==> src/rtl/tile_pkg.sv <==
// rtl/tile_pkg.sv - shared types and helpers for the tilemap pixel pipe
package tile_pkg;

    localparam int TILE_BYTES     = 16;
    localparam int DEF_TILE_IDX_W = 8;
    localparam int DEF_PAL_W      = 4;

    typedef logic [11:0] rgb12_t;

    typedef struct packed {
        logic                      flip_y;
        logic                      flip_x;
        logic [DEF_PAL_W-1:0]      pal;
        logic [DEF_TILE_IDX_W-1:0] tile_idx;
    } map_entry_t;

    function automatic logic [2:0] apply_flip(input logic [2:0] c, input logic flip);
        return flip ? ~c : c;
    endfunction

endpackage

==> src/rtl/tile_pixel_decode.sv <==
// rtl/tile_pixel_decode.sv - pattern byte addressing and 2bpp pixel extraction
module tile_pixel_decode (
    input  logic [2:0] ex,
    input  logic [2:0] ey,
    input  logic [1:0] k,
    input  logic [7:0] pat_byte,
    output logic [3:0] byte_idx,
    output logic [1:0] k_next,
    output logic [1:0] pix
);

    // Each byte holds four pixels: high plane in bits 7:4, low plane in bits 3:0.
    always_comb begin
        byte_idx = {ex[2], ey};
        k_next   = ex[1:0];
        pix      = {pat_byte[{1'b1, k}], pat_byte[{1'b0, k}]};
    end

endmodule

==> src/rtl/tile_pixel_pipe.sv <==
// rtl/tile_pixel_pipe.sv - pipelined tilemap renderer: coordinate to 12-bit RGB
module tile_pixel_pipe
    import tile_pkg::*;
#(
    parameter int     MAP_W      = 28,
    parameter int     MAP_H      = 36,
    parameter int     TILE_IDX_W = 8,
    parameter int     PAL_W      = 4,
    parameter rgb12_t BORDER_RGB = 12'h000
) (
    input  logic                            clk,
    input  logic                            rst_L,
    input  logic                            in_valid,
    output logic                            in_ready,
    input  logic [9:0]                      in_col,
    input  logic [8:0]                      in_row,
    output logic                            mem_en,
    output logic [$clog2(MAP_W*MAP_H)-1:0]  map_addr,
    input  logic [TILE_IDX_W+PAL_W+1:0]     map_data,
    output logic [TILE_IDX_W+3:0]           pat_addr,
    input  logic [7:0]                      pat_data,
    output logic [PAL_W+1:0]                pal_addr,
    input  logic [11:0]                     pal_data,
    output logic                            out_valid,
    input  logic                            out_ready,
    output logic [11:0]                     out_rgb,
    output logic                            out_transparent
);

    localparam int MAP_AW = $clog2(MAP_W*MAP_H);
    localparam int MAP_DW = TILE_IDX_W + PAL_W + 2;

    logic                  advance;
    logic [6:0]            tx0;
    logic [5:0]            ty0;
    logic                  oob0;
    logic [TILE_IDX_W-1:0] map_tile;
    logic [PAL_W-1:0]      map_pal;
    logic                  map_flip_x, map_flip_y;
    logic [2:0]            ex1, ey1;
    logic [3:0]            byte_idx1;
    logic [1:0]            k1;
    logic [1:0]            pix2;

    logic                  v1_q, v1_d, oob1_q, oob1_d;
    logic [2:0]            cx1_q, cx1_d, cy1_q, cy1_d;
    logic                  v2_q, v2_d, oob2_q, oob2_d;
    logic [1:0]            k2_q, k2_d;
    logic [PAL_W-1:0]      pal2_q, pal2_d;
    logic                  v3_q, v3_d, oob3_q, oob3_d, zero3_q, zero3_d;
    logic                  out_valid_q, out_valid_d;
    rgb12_t                out_rgb_q, out_rgb_d;
    logic                  out_transparent_q, out_transparent_d;

    // The memories share mem_en, so they freeze together with the stage registers.
    assign advance  = ~out_valid_q | out_ready;
    assign in_ready = advance;
    assign mem_en   = advance;

    always_comb begin
        tx0      = in_col[9:3];
        ty0      = in_row[8:3];
        oob0     = (32'(tx0) >= MAP_W) || (32'(ty0) >= MAP_H);
        map_addr = oob0 ? '0 : MAP_AW'(ty0) * MAP_AW'(MAP_W) + MAP_AW'(tx0);
    end

    always_comb begin
        map_tile   = map_data[TILE_IDX_W-1:0];
        map_pal    = map_data[TILE_IDX_W +: PAL_W];
        map_flip_x = map_data[MAP_DW-2];
        map_flip_y = map_data[MAP_DW-1];
        ex1        = apply_flip(cx1_q, map_flip_x);
        ey1        = apply_flip(cy1_q, map_flip_y);
    end

    tile_pixel_decode u_decode (
        .ex       (ex1),
        .ey       (ey1),
        .k        (k2_q),
        .pat_byte (pat_data),
        .byte_idx (byte_idx1),
        .k_next   (k1),
        .pix      (pix2)
    );

    assign pat_addr = {map_tile, byte_idx1};
    assign pal_addr = {pal2_q, pix2};

    always_comb begin
        v1_d              = v1_q;
        cx1_d             = cx1_q;
        cy1_d             = cy1_q;
        oob1_d            = oob1_q;
        v2_d              = v2_q;
        k2_d              = k2_q;
        pal2_d            = pal2_q;
        oob2_d            = oob2_q;
        v3_d              = v3_q;
        zero3_d           = zero3_q;
        oob3_d            = oob3_q;
        out_valid_d       = out_valid_q;
        out_rgb_d         = out_rgb_q;
        out_transparent_d = out_transparent_q;
        if (advance) begin
            v1_d              = in_valid;
            cx1_d             = in_col[2:0];
            cy1_d             = in_row[2:0];
            oob1_d            = oob0;
            v2_d              = v1_q;
            k2_d              = k1;
            pal2_d            = map_pal;
            oob2_d            = oob1_q;
            v3_d              = v2_q;
            zero3_d           = (pix2 == 2'd0);
            oob3_d            = oob2_q;
            out_valid_d       = v3_q;
            out_rgb_d         = oob3_q ? BORDER_RGB : pal_data;
            out_transparent_d = oob3_q | zero3_q;
        end
    end

    always_ff @(posedge clk or negedge rst_L) begin
        if (!rst_L) begin
            v1_q              <= 1'b0;
            cx1_q             <= '0;
            cy1_q             <= '0;
            oob1_q            <= 1'b0;
            v2_q              <= 1'b0;
            k2_q              <= '0;
            pal2_q            <= '0;
            oob2_q            <= 1'b0;
            v3_q              <= 1'b0;
            zero3_q           <= 1'b0;
            oob3_q            <= 1'b0;
            out_valid_q       <= 1'b0;
            out_rgb_q         <= '0;
            out_transparent_q <= 1'b0;
        end else begin
            v1_q              <= v1_d;
            cx1_q             <= cx1_d;
            cy1_q             <= cy1_d;
            oob1_q            <= oob1_d;
            v2_q              <= v2_d;
            k2_q              <= k2_d;
            pal2_q            <= pal2_d;
            oob2_q            <= oob2_d;
            v3_q              <= v3_d;
            zero3_q           <= zero3_d;
            oob3_q            <= oob3_d;
            out_valid_q       <= out_valid_d;
            out_rgb_q         <= out_rgb_d;
            out_transparent_q <= out_transparent_d;
        end
    end

    assign out_valid       = out_valid_q;
    assign out_rgb         = out_rgb_q;
    assign out_transparent = out_transparent_q;

endmodule
==> config.mk <==
export PLATFORM = sky130hd
export DESIGN_NAME = tile_pixel_pipe
export DESIGN_NICKNAME = d
export VERILOG_FILES = /design/src/rtl/tile_pkg.sv /design/src/rtl/tile_pixel_decode.sv /design/src/rtl/tile_pixel_pipe.sv
export SDC_FILE = /design/constraint.sdc
export NUM_CORES = 1
export LEC_CHECK = 0
export ABC_AREA = 1
export BUFFER_PORTS_ARGS = -buffer_cell sky130_fd_sc_hd__buf_4
export CAP_MARGIN = 20
export CORE_MARGIN = 4
export CORE_UTILIZATION = 47
export DETAILED_ROUTE_END_ITERATION = 10
export PLACE_DENSITY = 0.82
export SETUP_SLACK_MARGIN = 0.15
export SYNTH_ARGS = -nofsm -noshare
export SYNTH_HDL_FRONTEND = slang
export SYNTH_SLANG_ARGS = --single-unit
==> constraint.sdc <==
create_clock -name clk -period 4.2 [get_ports clk]
set_input_delay 0.63 -clock clk [delete_from_list [all_inputs] [get_ports clk]]
set_output_delay 0.63 -clock clk [all_outputs]
set_load 0.1 [all_outputs]
==> implementation parameters <==
Parameter                              Value

Outcome
  Status    finished, final reports clean

Pwr
  Pleak    1.68 nW
  Largest voltage drop on the vdd net    0.522 mV
  P per Cell Area    712 nW/um^2
  Final Power    2.16 mW

Critical path
  Arrival time of the worst setup path    between 3000 and 4000 ps
  Family of cells with the greatest summed delay on the critical path    adder cells
  Type of origin of the critical path    input pin
  Max Fanout on Critical Path    5
  Cell type of the slowest stage on the worst timing path    sky130_fd_sc_hd__fa_1
  Endpoint kind of the worst setup timing path    output port
  Critical-path cell list    buf_4 > fa_1 > ha_1 > fa_1 > ha_1 > a21oi_1 > nand2_1 > nand2_1 > inv_1 > nor2_1 > nor2_1 > nand2_1 > nand2_1 > nor2_2 > buf_4
  Combined buffer and inverter count along the critical path    3
  Reg2reg setup slack    2390 ps
  Required time of the critical path    between 3000 and 4000 ps
  Biggest cell delay along the critical path    530 ps
  Cell mode on critical path    sky130_fd_sc_hd__nand2_1
  CP Class    input pin to output port

Global route
  Total overflow reported by the global router    0
  Maximum number of pins on one net before global-route repair    34
  Via count of the first global-routing pass    1919
  Wire length of the first global-routing pass    8540 um
  Antenna violations before repair    0
  Total global routing track utilization    between 10% and 20%

Synth
  Number of enable-type register cells in the synthesized netlist    0
  Number of synthesized register bits    33
  Synth warnings    0
  Post-synthesis average cell area    8.83 um^2
  Post-synth net total    about 340
  Share of synthesized area occupied by flip-flops and latches    36.7%
  Number of library cell types mapped by synthesis    28
  Synth Cell Area    roughly 2300 um^2
  Synth Flop Type    sky130_fd_sc_hd__dfrtp_1
  Number of instances in the synthesized netlist    255
  Share of flip-flops with an asynchronous set or reset after synthesis    100%

Final layout
  Area of all sequential standard cells    between 800 and 900 um^2
  Area growth syn-to-layout    34.5%
  Top library cells by usage in the layout, fill and taps aside    sky130_fd_sc_hd__buf_4 (84), sky130_fd_sc_hd__nand2_1 (46), sky130_fd_sc_hd__nand3_1 (35)
  Number of fill cells in the layout    372
  Net count reported at finish    412
  Most common cell after layout, fill and taps aside    sky130_fd_sc_hd__buf_4
  Total non-filler cell area in the finished layout    3030 um^2
  Layout Cells excl Fill    384
  Multi-input gate area in the final layout    approximately 1200 um^2
  Layout cell share with drive strength beyond 1    34.9%
  Post-layout utilization of the core    between 60 and 70%
  Antenna diode count    0

Route
  Final wirelength    5060 um
  Initial DRC Count    100
  Count of unresolved DRC violations after routing    0
  Number of search-and-repair iterations in the first detailed-routing pass    4
  Post-detailed-route via-to-cell ratio    5.05
  Total number of vias    1941
  Final routed wire length divided by cell count    13.2 um
  Remaining number of nets flagged by the antenna check after routing    0

Placed design
  Cells after DPL    375
  Count of buffers from port buffering    84
  DP Area    between 2000 and 3000 um^2
  GPL Wtd Cong    about 0.8
  Dpl hpwl    4030 um

STA
  Transition time at the pin with the least slew margin    510 ps
  Fmax    between 0.2 and 0.3 GHz
  Final Hold Viols    0
  Unrepaired setup endpoints after global routing    no
  Worst clock skew on the final layout    roughly 11 ps
  Setup TNS after final layout    0 ps
  Number of failing setup endpoints in the final timing report    0
  Number of max-slew violations in the final report    0
  Max-slew headroom    around 66%
  Post-layout minimum cycle time    3940 ps
  Final clock period utilization by the worst path    93.7%

Floorplanning
  Core region area    between 4000 and 5000 um^2
  Die height    a little under 80 um
  Initial Utilization    50.0%
  X dimension of the die    77.2 um
  Ports    101
  Total die area    5960 um^2
  Row cnt    24

Clocking
  Clock buffers created by TritonCTS    5
  Library cell used as clock root buffer    sky130_fd_sc_hd__clkbuf_8
  H-Tree Depth    2
  Cts-stage hold buffer count    0
  CTS tree    built
  Number of sinks handled by clock tree synthesis    33
  Max Root-Sink Buffers    2
  Clock Pin Slew Worst Setup and Hold Paths    70 ps
  Clock latency on the worst-skew pair    280 ps

Min path
  Hold/Removal Path Class    input pin to async pin

Flow run
  Max capacitance violation total    0
## worst register-to-register path, stage by stage (launching register included)
cell and delay [ps]:
sky130_fd_sc_hd__dfrtp_1 570, sky130_fd_sc_hd__nand2_2 370, sky130_fd_sc_hd__buf_4 390, sky130_fd_sc_hd__mux2_2 380
## final cells by class
| type | count | share of cell area, % |
|---|---|---|
| timing repair buffer | 86 | 21.9 |
| clock buffer | 5 | 2.27 |
| tap | 52 | 2.15 |
| sequential | 33 | 27.3 |
| multi-input combinational | 173 | 40.4 |
| clock inverter | 3 | 2.15 |
| inverter | 32 | 3.97 |
## worst paths after layout
check | start | end | cells after the start
min in group clk | v3_q$_DFFE_PN0P_ | out_valid$_DFFE_PN0P_ | 2
worst max-delay path | in_row[3] | map_addr[8] | 15
worst min-delay path | rst_L | oob2_q$_DFFE_PN0P_ | 1
worst max register to register | out_valid$_DFFE_PN0P_ | cy1_q[0]$_DFFE_PN0P_ | 3
worst min register to register | v3_q$_DFFE_PN0P_ | out_valid$_DFFE_PN0P_ | 2
max in group asynchronous | rst_L | v2_q$_DFFE_PN0P_ | 1
## Yosys cell counts, drive strengths merged (2+ instances only)
| cell type | n | area share (%) |
|---|---|---|
| nor2 | 18 | 3.0 |
| nand2 | 47 | 7.9 |
| fa | 7 | 6.2 |
| o21ai | 7 | 1.6 |
| xor2 | 5 | 1.9 |
| clkbuf | 2 | 0.33 |
| ha | 17 | 9.4 |
| nand3 | 37 | 8.4 |
| dfrtp | 33 | 37 |
| mux2 | 13 | 8.2 |
| nand4 | 4 | 1.4 |
| a21oi | 13 | 2.9 |
| inv | 32 | 5.3 |
| buf | 15 | 4.9 |
| xnor2 | 2 | 0.78 |
## sequential cells by signal (all words and copies together), names as in the netlist, 2 cells and up
signal and cells:
cx1_q 3, cy1_q 3, k2_q 2, out_rgb 12, pal2_q 4
## stage by stage
stage               hold slack, ps  setup WS, ps
floorplan                      334         -49.8
global placement               432           236
detailed placement             435           141
CTS                            277           164
global route                   299           159
finish                         274           264
## routing by layer
layer  routed length [um]  vias up  GRT usage (%)
met5                    0        -              0
met4                   72        0           5.87
met3                  257        8           4.10
met2                 2700       45           31.8
met1                 2040      918           20.0
li1                     -      970              -
## timing repair
| action | in CTS | in global routing |
|---|---|---|
| gates resized for setup | 1 | 5 |
| setup endpoints to repair | 1 | 2 |
| setup buffers | 0 | 1 |
## where the power goes
group	internal (mW)	switching [mW]
logic	0.323	0.983
clock network	0.236	0.112
registers	0.420	0.0842
total	0.979	1.18
## cell families after synthesis
kind of cell / count (synthesis) / share of synthesized area (%)
mux: 13 / 8.17
simple gates: 108 / 21.3
buf+inv: 49 / 10.6
fa+ha+maj: 24 / 15.7
xor+xnor: 7 / 2.72
compound gates: 21 / 4.83
flops: 33 / 36.7
No activity file was read; power rests on OpenSTA's default activity.
